==> config.mk <==
export PLATFORM = sky130hd
export DESIGN_NAME = seg7_scan_display_flat
export DESIGN_NICKNAME = d
export VERILOG_FILES = /design/src/rtl/seg7_scan_display_if.sv /design/src/rtl/seg7_scan_display.sv /design/src/flat_wrapper.sv
export SDC_FILE = /design/constraint.sdc
export NUM_CORES = 1
export LEC_CHECK = 0
export BUFFER_PORTS_ARGS = -buffer_cell sky130_fd_sc_hd__clkbuf_2
export CORE_ASPECT_RATIO = 0.5
export CORE_MARGIN = 2
export CORE_UTILIZATION = 45
export DETAILED_ROUTE_END_ITERATION = 7
export GPL_TIMING_DRIVEN = 1
export PLACE_DENSITY_LB_ADDON = 0.1
export SYNTH_ARGS = -nofsm -noshare
export SYNTH_HDL_FRONTEND = slang
export SYNTH_SLANG_ARGS = --single-unit
==> constraint.sdc <==
create_clock -name clk -period 7.4 [get_ports clk]
set_input_delay 0.37 -clock clk [delete_from_list [all_inputs] [get_ports clk]]
set_output_delay 0.37 -clock clk [all_outputs]
set_load 0.05 [all_outputs]
==> src/rtl/seg7_scan_display_if.sv <==
// seg7_scan_display_if
//   Bundles the display-side signals of the seven-segment scanner.
//   master : time/keyboard-entry datapath (drives value, cursor, DP, mode)
//   slave  : seg7_scan_display (drives tube select, segments, frame pulse)
//   en            edit mode, enables cursor blink
//   active_digits number of scanned digits (0 -> 1, >DIGITS -> DIGITS)
//   digits        packed 4-bit codes, digit 0 = rightmost tube
//   cursor        index of the digit being edited
//   dp_mask       1 lights the DP of that digit
//   seg_en        active-low tube select
//   seg_out       active-low segments, bit7 = DP, bits6..0 = g..a
//   frame_tick    one-cycle pulse when the scan wraps to digit 0
`timescale 1ns/1ps
interface seg7_scan_display_if #(
  parameter int DIGITS = 8
);
  logic                  en;
  logic [3:0]            active_digits;
  logic [4*DIGITS-1:0]   digits;
  logic [2:0]            cursor;
  logic [DIGITS-1:0]     dp_mask;
  logic [DIGITS-1:0]     seg_en;
  logic [7:0]            seg_out;
  logic                  frame_tick;

  modport master (
    output en, active_digits, digits, cursor, dp_mask,
    input  seg_en, seg_out, frame_tick
  );

  modport slave (
    input  en, active_digits, digits, cursor, dp_mask,
    output seg_en, seg_out, frame_tick
  );
endinterface

==> src/rtl/seg7_scan_display.sv <==
// seg7_scan_display
//   Time-multiplexed common-anode seven-segment driver. Scans up to DIGITS
//   tubes, one SCAN_DIV-cycle slot per digit whose last cycle is blanked to
//   suppress ghosting. In edit mode the cursor digit blinks with a
//   free-running half-period of BLINK_DIV cycles.
//   Ports: clk, rst (async, active high), bus (seg7_scan_display_if.slave).
//   Macro SEG7_HEX_EN: when defined, codes 10..15 show A b C d E F;
//   otherwise they blank segments g..a (DP and blink still apply).
`timescale 1ns/1ps

// Per-digit decoder: code + DP -> active-low segment byte.
module seg7_lane (
  input  logic [3:0] code,
  input  logic       dp,
  output logic [7:0] seg
);
  logic [6:0] seg_lo;

  always_comb begin
    seg_lo = 7'h7F;
    case (code)
      4'h0: seg_lo = 7'h40;
      4'h1: seg_lo = 7'h79;
      4'h2: seg_lo = 7'h24;
      4'h3: seg_lo = 7'h30;
      4'h4: seg_lo = 7'h19;
      4'h5: seg_lo = 7'h12;
      4'h6: seg_lo = 7'h02;
      4'h7: seg_lo = 7'h78;
      4'h8: seg_lo = 7'h00;
      4'h9: seg_lo = 7'h18;
`ifdef SEG7_HEX_EN
      4'hA: seg_lo = 7'h08;
      4'hB: seg_lo = 7'h03;
      4'hC: seg_lo = 7'h46;
      4'hD: seg_lo = 7'h21;
      4'hE: seg_lo = 7'h06;
      4'hF: seg_lo = 7'h0E;
`endif
      default: seg_lo = 7'h7F;
    endcase
  end

  assign seg = {~dp, seg_lo};
endmodule

module seg7_scan_display #(
  parameter int DIGITS    = 8,
  parameter int SCAN_DIV  = 50_000,
  parameter int BLINK_DIV = 25_000_000
) (
  input  logic               clk,
  input  logic               rst,
  seg7_scan_display_if.slave bus
);
  localparam int IDX_W   = (DIGITS > 1) ? $clog2(DIGITS) : 1;
  localparam int SCAN_W  = $clog2(SCAN_DIV);
  localparam int BLINK_W = (BLINK_DIV > 1) ? $clog2(BLINK_DIV) : 1;
  localparam logic [SCAN_W-1:0]  SCAN_MAX  = SCAN_W'(SCAN_DIV - 1);
  localparam logic [BLINK_W-1:0] BLINK_MAX = BLINK_W'(BLINK_DIV - 1);
  localparam logic [3:0]         DIG4      = 4'(DIGITS);

  logic [SCAN_W-1:0]  scan_cnt;
  logic [BLINK_W-1:0] blink_cnt;
  logic               blink_phase;
  logic [IDX_W-1:0]   idx, idx_nxt;
  logic [3:0]         eff_active, idx4, idx_inc;
  logic               scan_tick, blink_wrap, cursor_hit;
  logic [DIGITS-1:0]  seg_en_q;
  logic [7:0]         seg_out_q;
  logic               frame_tick_q;
  logic [DIGITS-1:0][7:0] lane_seg;
  logic [7:0]         sel_seg;

  genvar g;
  for (g = 0; g < DIGITS; g++) begin : g_lane
    seg7_lane u_lane (
      .code (bus.digits[4*g +: 4]),
      .dp   (bus.dp_mask[g]),
      .seg  (lane_seg[g])
    );
  end

  always_comb begin
    eff_active = bus.active_digits;
    if (bus.active_digits == 4'd0)     eff_active = 4'd1;
    else if (bus.active_digits > DIG4) eff_active = DIG4;
  end

  assign scan_tick  = (scan_cnt == SCAN_MAX);
  assign blink_wrap = (blink_cnt == BLINK_MAX);
  assign idx4       = 4'(idx);
  assign idx_inc    = idx4 + 4'd1;
  // ">=" rather than "==" so a mid-frame shrink of active_digits still
  // returns to digit 0 on the next slot boundary.
  assign idx_nxt    = (idx_inc >= eff_active) ? '0 : idx_inc[IDX_W-1:0];
  assign sel_seg    = lane_seg[idx];

  // A cursor outside the scanned range never blinks, even if idx is
  // briefly out of range after a shrink.
  assign cursor_hit = bus.en && blink_phase &&
                      ({1'b0, bus.cursor} < eff_active) &&
                      ({1'b0, bus.cursor} == idx4);

  always_ff @(posedge clk or posedge rst) begin
    if (rst) begin
      scan_cnt     <= '0;
      idx          <= '0;
      seg_en_q     <= '1;
      seg_out_q    <= 8'hFF;
      frame_tick_q <= 1'b0;
    end else if (scan_tick) begin
      scan_cnt     <= '0;
      idx          <= idx_nxt;
      seg_en_q     <= '1;
      seg_out_q    <= 8'hFF;
      frame_tick_q <= (idx_nxt == '0);
    end else begin
      scan_cnt     <= scan_cnt + SCAN_W'(1);
      seg_en_q     <= ~(DIGITS'(1) << idx);
      seg_out_q    <= cursor_hit ? 8'hFF : sel_seg;
      frame_tick_q <= 1'b0;
    end
  end

  // Blink timebase is free-running, independent of the scan.
  always_ff @(posedge clk or posedge rst) begin
    if (rst) begin
      blink_cnt   <= '0;
      blink_phase <= 1'b0;
    end else if (blink_wrap) begin
      blink_cnt   <= '0;
      blink_phase <= ~blink_phase;
    end else begin
      blink_cnt   <= blink_cnt + BLINK_W'(1);
    end
  end

  assign bus.seg_en     = seg_en_q;
  assign bus.seg_out    = seg_out_q;
  assign bus.frame_tick = frame_tick_q;
endmodule

==> src/flat_wrapper.sv <==
// flat-port wrapper written by rule: the top's interface ports become plain ports
module seg7_scan_display_flat 
#(
  parameter int DIGITS    = 8,
  parameter int SCAN_DIV  = 50_000,
  parameter int BLINK_DIV = 25_000_000
)
  (clk, rst, bus_en, bus_active_digits, bus_digits, bus_cursor, bus_dp_mask, bus_seg_en, bus_seg_out, bus_frame_tick);
  seg7_scan_display_if #(.DIGITS(DIGITS)) bus_i ();
  input  logic clk;
  input  logic rst;
  input wire logic [$bits(bus_i.en)-1:0] bus_en;
  input wire logic [$bits(bus_i.active_digits)-1:0] bus_active_digits;
  input wire logic [$bits(bus_i.digits)-1:0] bus_digits;
  input wire logic [$bits(bus_i.cursor)-1:0] bus_cursor;
  input wire logic [$bits(bus_i.dp_mask)-1:0] bus_dp_mask;
  output wire logic [$bits(bus_i.seg_en)-1:0] bus_seg_en;
  output wire logic [$bits(bus_i.seg_out)-1:0] bus_seg_out;
  output wire logic [$bits(bus_i.frame_tick)-1:0] bus_frame_tick;
  assign bus_i.en = bus_en;
  assign bus_i.active_digits = bus_active_digits;
  assign bus_i.digits = bus_digits;
  assign bus_i.cursor = bus_cursor;
  assign bus_i.dp_mask = bus_dp_mask;
  assign bus_seg_en = bus_i.seg_en;
  assign bus_seg_out = bus_i.seg_out;
  assign bus_frame_tick = bus_i.frame_tick;
  seg7_scan_display #(.DIGITS(DIGITS), .SCAN_DIV(SCAN_DIV), .BLINK_DIV(BLINK_DIV)) u_core (.clk(clk), .rst(rst), .bus(bus_i));
endmodule
# == Word-level counts from Yosys, hierarchy flattened ==
# Memories as Yosys holds them, arrays and structs flattened.
# Index checks and enable logic that the tools add are counted.
# word_totals
regBits,62
romBits,896
input_bits,50
out_inout_bits,17
word_cells,52
mem_count,8
# classes
n_addsub,3
order_cmp,4
n_eq_ne,3
n_shift,1
mux,11
n_bitwise,10
reduce_logical,5
# mem_list
name,words,word_bits,read_ports,rd_clocked_by_memory_dff,write_ports,line,source
(no name shown),16,7,1,0,0,seg7_scan_display.sv:21,case (code)
(no name shown),16,7,1,0,0,seg7_scan_display.sv:21,
(no name shown),16,7,1,0,0,seg7_scan_display.sv:21,
(no name shown),16,7,1,0,0,seg7_scan_display.sv:21,
(no name shown),16,7,1,0,0,seg7_scan_display.sv:21,
(no name shown),16,7,1,0,0,seg7_scan_display.sv:21,
2 more memories,--,--,--,--,--,--,
# op_table
operator,n
$mux W8,4
$add A25 B1 Y25 const B,1
$eq A25 B25 Y1 const B,1
$mux W25,1
$bmux W8 S3,1
$add A16 B1 Y16 const B,1
$eq A16 B16 Y1 const B,1
$mux W16,1
$not A1 Y1,9
$mux W4,2
$not A8 Y8,1
$shl A1 B3 Y8 const A,1
$add A3 B1 Y4 const B,1
$ge A4 B4 Y1,1
$gt A4 B4 Y1 const B,1
$logic_not A4 Y1,1
$lt A3 B4 Y1,1
$lt A3 B4 Y1 const B,1
$eq A3 B3 Y1,1
$logic_and A1 B1 Y1,3
$logic_not A3 Y1,1
$mux W3,1
$mux W1,1

# == Longest topological paths before layout ==
# Gate-level depths: netlist of the first run.
# depth
ltp_word,8
mapped_depth,9
ltp_nobuf,8

# == Hierarchy ==
# From an unflattened synthesis of the first run, not the netlist that was laid out.
# unflattened
cells_unflattened,589
area_unflattened_um2,5312.6
# modules_own_cells
module,n_inst,cells_each,area_each_um2,seq_area_each_um2
seg7_scan_display,1,309,3350.7,1571.5
seg7_lane,8,35,245.2,0.0

# == Worst setup path after synthesis of the first run ==
# Ideal clock, no wire load.
# synth_path
path_type,reg-to-reg
startpoint,register u_core.idx[1]
endpoint,register u_core.idx[1]
setup_ns,0.137
arrival_time_ns,2.215
t_required_ns,7.263
setup_slack_ns,5.048
stages_incl_launch_ff,10
n_path_buf,2
synth_period_minus_slack_ns,2.352
cell_sequence,dfrtp_1 clkbuf_1 clkbuf_1 inv_1 ha_1 ha_1 a21boi_0 o21ai_0 a21oi_1 o22ai_1
# synth_between
elab_chain_cells,3
# synth_lines
item,line,source
from (decl),seg7_scan_display.sv:66,"logic [IDX_W-1:0] idx, idx_nxt;"
from (signal assigned),seg7_scan_display.sv:114,idx <= idx_nxt;
$add A3 B1 Y4 *,seg7_scan_display.sv:93,assign idx_inc = idx4 + 4'd1;
$ge A4 B4 Y1,seg7_scan_display.sv:96,assign idx_nxt = (idx_inc >= eff_active) ? '0 : idx_inc[IDX_W-1:0];
$mux W3 *,seg7_scan_display.sv:96,
# Every way passes the cells marked *; elsewhere a longest branch is shown, timed or not.
# A chain may end at the register's enable or synchronous reset.

# == Final worst setup path of the first run ==
# layout_path
startpoint,register u_core.idx[0]
endpoint,register u_core.idx[1]
# The elaborated chain is that of the path after synthesis.

==> reports/metrics.cfg, run 1 <==
[status]
status=finished, final reports clean

[logic_synthesis]
postSynth.asyncResetShare_pct=100.0
synth_top_cell_area_share_pct=23.39
netlist_instances=562
synth.largest_area_cell=sky130_fd_sc_hd__dfrtp_1
seq_area_frac_synth_pct=31.93
yosysWarnings=0
post_synthesis_net_count=666
ys_seq_elements=62
synth.top_cells.by_count=sky130_fd_sc_hd__ha_1, sky130_fd_sc_hd__nor2_1, sky130_fd_sc_hd__dfrtp_1
synth_flop_cell=sky130_fd_sc_hd__dfrtp_1
synth_most_common_cell=sky130_fd_sc_hd__ha_1
post_synth.cell_area_avg_um2=8.756
number_of_flops_mapped_to_enable_cells_by_yosys=0
synthDistinctLibCells=57
syn-cell-area_um2=4921
synth_top_cells_by_area=sky130_fd_sc_hd__dfrtp_1, sky130_fd_sc_hd__ha_1, sky130_fd_sc_hd__dfstp_2, sky130_fd_sc_hd__xor2_1, sky130_fd_sc_hd__nor2_1

[setup_path]
timing.reg2reg.worst_path_depth=7
timing.critical_path.to=u_core.idx[1]$_DFFE_PP0P_
cp_slowest_cell=sky130_fd_sc_hd__dfrtp_1
path_common_cell=sky130_fd_sc_hd__ha_1
timing.setup.critical_path_class=reg -> reg
cp.required_ps=7580
crit_buf_inv=1
timing.critical_path.from=u_core.idx[0]$_DFFE_PP0P_
slowest_delay_ps=1030
critPathTopFamily=flip-flops
cp-start-kind=flop
critical_path_arrival_ps=3070
critical_path_peak_fanout=31
capture_instance_of_the_worst_register_to_register_path=u_core.idx[1]$_DFFE_PP0P_
critical_path.reg2reg.startpoint=u_core.idx[0]$_DFFE_PP0P_
cp_num_cells=7
ordered_list_of_cells_on_the_worst_path=inv_2 > ha_1 > ha_1 > a21boi_0 > o21ai_0 > a21oi_1 > o22ai_1
end_kind=flop
setup.reg_to_reg.worst_slack_ps=4510

[sta]
fin_skew_ps=8.357
finalSetupTns_ps=0
period_share_pct=39.04
drv_slew=0
worst_pin_slew_ps=1051
setup_viol=0
report.final.hold_viol_count=0
finalWorstPathRequiredPeriod_ps=2889
worst_slew_margin_rel_pct=29.95
fmax_mhz=346.2
setup_repair_after_global_routing_missed_its_margin=no

[min_path]
hold_class=in -> async

[clocking]
clkSlewWorstSetupHoldPaths_ps=50
cts.root.buffer_cell=sky130_fd_sc_hd__clkbuf_16
clk_latency_ps=330
clkSinkCount=62
cts_inserted_buffers=9
cts_max_path_buffers=2
post_cts.repair.setup_buffers=0
clock_tree.htree_level_count=3
cts_tree=built
post_cts_resize_count=0
cts_hold_buffers=0

[placed_design]
placed_area_um2=5341
hpwlAfterDp_mm=8.466
gp_congestion=0.8418
i_o_buffers=66

[floorplanning]
fp-row-count=26
core_area_um2=10410
die_outline_width_um=151.9
top_level_ports=67
floorplan.initialDensity_pct=47.27
die_height_um=77.95
floorplan.die_area_um2=11840

[global_routing]
antenna_found_initial=0
grt_first_pass_wirelength_mm=19.02
grt_max_degree=63
grt.overflow.total=0
first_global_vias=3928
grt.total_usage_pct=19.76

[route]
route.vias.total=4097
drt-total-wl_mm=11.09
route.detailed.vias_per_inst=5.391
average_routed_wire_per_standard_cell_um=14.59
drt_first_iter_violations=241
post-route-drc-count=0
postRouteAntennaNets=0
drt_pass1_iterations=4

[power]
static-leakage-power_uw=0.002605
ir_worst_vdd_mv=0.1274
power_density_normalized_to_cell_area_nw_per_um2=157.1

[layout]
layout_stage_area_growth_over_the_synthesis_result_pct=14.49
design.final.nets=719
drive_gt1_share_pct=19.84
fillers=984
antenna_cells=0
final_util_pct=54.12
layout.cell_area.non_filler_um2=5634

[job]
maxCapViolations=0

where the power goes:
part	switching, µW	internal (µW)	total, µW
logic	80.0	48.5	129
registers	1.75	346	348
clock network	142	267	409
total	224	662	885
flip-flops by register name, indices dropped and copies added (netlist names):
name and flops:
u_core.blink_cnt 25, u_core.scan_cnt 16, u_core.idx 3, u_core.bus.seg_en 8, u_core.blink_phase 1, u_core.bus.frame_tick 1, u_core.bus.seg_out 8
final cells by class:
class	count	area, µm²	share of cell area, %
Inverter	37	138.9	2.465
Clock buffer	11	242.7	4.308
Timing Repair Buffer	68	345.3	6.129
Sequential cell	62	1572	27.89
Multi-Input combinational cell	437	3110	55.21
Clock inverter	5	50.05	0.8883
Tap cell	140	175.2	3.109
through the flow:
stage          hold WS [ps]  setup WS [ps]  instances  power (µW)
2_1_floorplan         445.7           5048        562       441.0
3_3_place_gp          463.3           4607        744       482.5
3_5_place_dp          465.9           4557        744       482.1
4_1_cts               270.0           4531        760       895.6
5_1_grt               314.9           4238        760       926.5
6_report              235.4           4511        760       885.2
how the worst min path moves through the flow:
stage,from,end,slack (ps),cells past startpoint
after floorplan,u_core.blink_cnt[20]$_DFF_PP0_,u_core.blink_cnt[20]$_DFF_PP0_,450,1
after global placement,u_core.blink_phase$_DFFE_PP0N_,u_core.blink_phase$_DFFE_PP0N_,460,1
after detailed placement,u_core.blink_phase$_DFFE_PP0N_,u_core.blink_phase$_DFFE_PP0N_,470,1
after CTS,rst,u_core.blink_cnt[24]$_DFF_PP0_,270,3
after global routing,rst,u_core.blink_cnt[23]$_DFF_PP0_,310,3
final,rst,u_core.blink_cnt[5]$_DFF_PP0_,240,3
routing by layer:
metal	GRT usage (%)	up-vias	part of all wire [%]
met1	27.26	1900	51
met2	31.44	85	44
met3	4.078	14	3.5
met5	0	-	0
li1	-	2098	-
met4	5.888	0	1.4
worst register-to-register path: cells and delay by family, from the launching register on:
kind                     cells  cell delay [ps]
adder cells (fa/ha/maj)      2              700
AO/OA/AOI/OAI                4              700
buffers and inverters        1              320
flip-flops                   1             1030
cells in the final DEF, fill, tap and decap left out, types with 4 or more instances in the layout:
cell	instances
sky130_fd_sc_hd__ha_1	54
sky130_fd_sc_hd__mux2i_1	5
sky130_fd_sc_hd__o21ai_0	30
sky130_fd_sc_hd__o21a_1	5
sky130_fd_sc_hd__clkbuf_2	66
sky130_fd_sc_hd__dfrtp_1	46
sky130_fd_sc_hd__o211ai_1	8
sky130_fd_sc_hd__nor2b_1	8
sky130_fd_sc_hd__clkinv_2	4
sky130_fd_sc_hd__o22ai_1	9
sky130_fd_sc_hd__nand2_1	43
sky130_fd_sc_hd__and3_1	6
sky130_fd_sc_hd__nand3_1	24
sky130_fd_sc_hd__dfstp_2	16
sky130_fd_sc_hd__and2_1	4
sky130_fd_sc_hd__nor2_1	47
sky130_fd_sc_hd__mux2_2	4
sky130_fd_sc_hd__o221ai_1	17
sky130_fd_sc_hd__o31ai_1	5
sky130_fd_sc_hd__a21oi_1	32
sky130_fd_sc_hd__inv_1	33
sky130_fd_sc_hd__o21ai_1	6
sky130_fd_sc_hd__nand4_1	11
sky130_fd_sc_hd__xor2_1	23
sky130_fd_sc_hd__nand2b_1	19
sky130_fd_sc_hd__nor3_1	4
sky130_fd_sc_hd__xnor2_1	20
sky130_fd_sc_hd__or2_2	6
sky130_fd_sc_hd__clkbuf_16	9
cell families after synthesis:
kind of cell / share of synthesized area (%)
mux: 3.305
xor+xnor: 7.653
simple gates: 21.10
fa+ha+maj: 13.73
buf+inv: 4.856
compound gates: 17.42
flops: 31.93
(Power assumes the default switching activity.)
==> run 2: changes to the inputs <==
- clock period: 7.4 -> 2.52 ns (I/O delays scaled with it)
==> run 2 against run 1 <==
Net effect:
- worst setup slack got worse by 4200 ps
- sequential share of layout area fell by 0.56 points
- critical path depth did not move
- flip-flop and latch count did not move
- via count rose by 2.1%
- clock-buffer cell count fell by 1
- clock power rose to 3.2 times the previous value
- register-to-register slack got worse by 4200 ps
- wire length rose by 7.1%
- maximum frequency rose by 32%
- cell area rose by 2.0%
- largest power group unchanged
==> reports/metrics.cfg, run 2 (synthesis results as in run 1) <==
[layout]
layout_stage_area_growth_over_the_synthesis_result_pct=16.83
layout.cell_area.non_filler_um2=5749  ; +2.0%
fillers=965  ; -1.9%
antenna_cells=0  ; unchanged
largest_register_ffs=25  ; unchanged
drive_gt1_share_pct=21.20  ; +1.4 points
mostFrequentLayoutCell=sky130_fd_sc_hd__clkbuf_2
design.final.nets=731  ; +1.7%
top_register=u_core.blink_cnt
mostFrequentLayoutCells=sky130_fd_sc_hd__clkbuf_2, sky130_fd_sc_hd__ha_1, sky130_fd_sc_hd__nor2_1, sky130_fd_sc_hd__dfrtp_1, sky130_fd_sc_hd__nand2_1
largestRegisters=u_core.blink_cnt (25), u_core.scan_cnt (16)

[power]
static-leakage-power_uw=0.002665  ; +2.3%
power_density_normalized_to_cell_area_nw_per_um2=471.2  ; +200%
p_int_uw=2023  ; +210%
power.share.sequential_pct=37.6  ; -1.7 points
switchingPower_uw=685.7  ; +210%
ir_worst_vdd_mv=0.3247  ; +150%
switching_share_pct=25.31  ; +0.043 points
power_frac_comb_pct=14.2  ; -0.3 points
clock_power_share_pct=48.1  ; +1.9 points

[route]
drt_first_iter_violations=250  ; +3.7%
post-route-drc-count=0  ; unchanged
postRouteAntennaNets=0  ; unchanged
drt-total-wl_mm=11.87  ; +7.1%
average_routed_wire_per_standard_cell_um=15.37  ; +5.4%
route.vias.total=4185  ; +2.1%
route.detailed.vias_per_inst=5.421  ; +0.56%
drt_pass1_iterations=4  ; unchanged

[clocking]
cts_inserted_buffers=9  ; unchanged
clock_tree.htree_level_count=3  ; unchanged
cts.root.buffer_cell=sky130_fd_sc_hd__clkbuf_16
cts_max_path_buffers=2  ; unchanged
clk_latency_ps=330  ; about the same
cts_tree=built
clkSinkCount=62  ; unchanged
clkSlewWorstSetupHoldPaths_ps=50  ; about the same

[setup_path]
critPathTopFamily=compound AO/OA/AOI/OAI gates
timing.setup.critical_path_class=reg -> reg
crit_buf_inv=1  ; unchanged
critical_path_arrival_ps=2370  ; -700 ps
cp.required_ps=2700  ; -4880 ps
ordered_list_of_cells_on_the_worst_path=inv_1 > ha_1 > ha_1 > a21boi_0 > o21ai_0 > a21oi_1 > o22ai_1
cp_slowest_cell=sky130_fd_sc_hd__dfrtp_1
critical_path_peak_fanout=8  ; -74%
slowest_delay_ps=480  ; -550 ps
end_kind=flop
path_common_cell=sky130_fd_sc_hd__ha_1
cp-start-kind=flop

[floorplanning]
top_level_ports=67  ; unchanged
fp-row-count=26  ; unchanged
die_outline_width_um=151.9  ; unchanged
die_height_um=77.95  ; unchanged
floorplan.die_area_um2=11840  ; unchanged
core_area_um2=10410  ; unchanged
floorplan.initialDensity_pct=47.27  ; unchanged

[placed_design]
placed_area_um2=5424  ; +1.5%
i_o_buffers=66  ; unchanged
hpwlAfterDp_mm=9.058  ; +7.0%
place_ws_ps=398.9  ; -4158 ps
gp_congestion=0.8449  ; +0.37%

[sta]
report.final.hold_viol_count=0  ; unchanged
fin_worst_hold_slack_ps=241.7  ; +6.324 ps
fin_skew_ps=6.027  ; -2.330 ps
post-route-worst-setup-slack_ps=335.2  ; -4176 ps
finalSetupTns_ps=0  ; unchanged
period_share_pct=86.70  ; +48 points
worst_pin_slew_ps=700.7  ; -350.1 ps
finalWorstPathRequiredPeriod_ps=2185  ; -703.9 ps
setup_viol=0  ; unchanged
drv_slew=0  ; unchanged
worst_slew_margin_rel_pct=52.94  ; +23 points
fmax_mhz=457.7  ; +32%
setup_repair_after_global_routing_missed_its_margin=no

[global_routing]
grt.total_usage_pct=20.67  ; +0.91 points
grt.overflow.total=0  ; unchanged
grt_first_pass_wirelength_mm=19.84  ; +4.3%
first_global_vias=4028  ; +2.5%
antenna_found_initial=0  ; unchanged
grt_max_degree=27  ; -57%

[status]
status=finished, final reports clean

[job]
maxCapViolations=0  ; unchanged

[min_path]
hold_class=in -> reg

-- run 2: cell count changes in the layout (fill, tap and decap cells not counted), sizes merged --
cell         delta
clkinv          -1
bufinv          +1
buf            +11
dlygate4sd3     +1
clkinvlp        +1
clkbuf          -1
-- run 2: repair_timing --
| action | CTS | global route |
|---|---|---|
| hold buffers | 1 | 0 |
| hold endpoints to repair | 14 | 0 |
| gates resized for setup | 0 | 0 |
| buffers inserted | 0 | 0 |
-- run 2: tightest hold or removal path, delay by kind of cell --
| family | cells | cell delay (ps) |
|---|---|---|
| multiplexers | 1 | 210 |
| AND/OR/NAND/NOR | 3 | 150 |
| buffers and inverters | 1 | 70 |
-- run 2: final timing paths --
check | start | end | slack (ps) | cells after the start
worst max-delay path | u_core.idx[1]$_DFFE_PP0P_ | u_core.idx[2]$_DFFE_PP0P_ | 340 | 7
worst min register to register | u_core.blink_cnt[0]$_DFF_PP0_ | u_core.blink_cnt[0]$_DFF_PP0_ | 490 | 1
worst min-delay path | bus_dp_mask[4] | u_core.bus.seg_out[7]$_DFF_PP1_ | 240 | 5
max in group asynchronous | rst | u_core.bus.seg_en[1]$_DFF_PP1_ | 1500 | 4
worst max register to register | u_core.idx[1]$_DFFE_PP0P_ | u_core.idx[2]$_DFFE_PP0P_ | 340 | 7
min in group asynchronous | rst | u_core.blink_cnt[9]$_DFF_PP0_ | 300 | 3
-- run 2: layer usage --
layer,vias to the layer above,wire [µm],global-route usage [%],share of wire [%]
met2,86,5445,34.14,46
met5,-,0,0,0
met1,1967,5873,28.16,49
met3,9,454,4.413,3.8
met4,0,95,4.299,0.80
li1,2123,-,-,-
-- run 2: layout make-up --
type                       count  area (µm²)  share of cell area, %
multi-input combinational    437        3110                  54.10
sequential                    62        1572                  27.33
tap                          140       175.2                  3.047
clock buffer                  10       229.0                  3.983
clock inverter                 6       86.33                  1.502
timing repair buffer          80       437.9                  7.617
inverter                      37       138.9                  2.416
-- run 2: power groups by stage --
stage / Combinational (µW) / Sequential, µW / Clock, µW
detailed placement: 382 / 1040 / 0
global route: 432 / 1020 / 1390
floorplan: 219 / 1080 / 0
global placement: 379 / 1040 / 0
finish: 385 / 1020 / 1300
CTS: 386 / 1020 / 1330
-- run 2: stage by stage --
step / power (µW) / utilization (%) / instances
3_5_place_dp: 1418 / 52.10 / 755
5_1_grt: 2839 / 55.23 / 772
2_1_floorplan: 1295 / - / 562
6_report: 2709 / 55.23 / 772
3_3_place_gp: 1416 / 52.10 / 755
4_1_cts: 2735 / 55.23 / 772
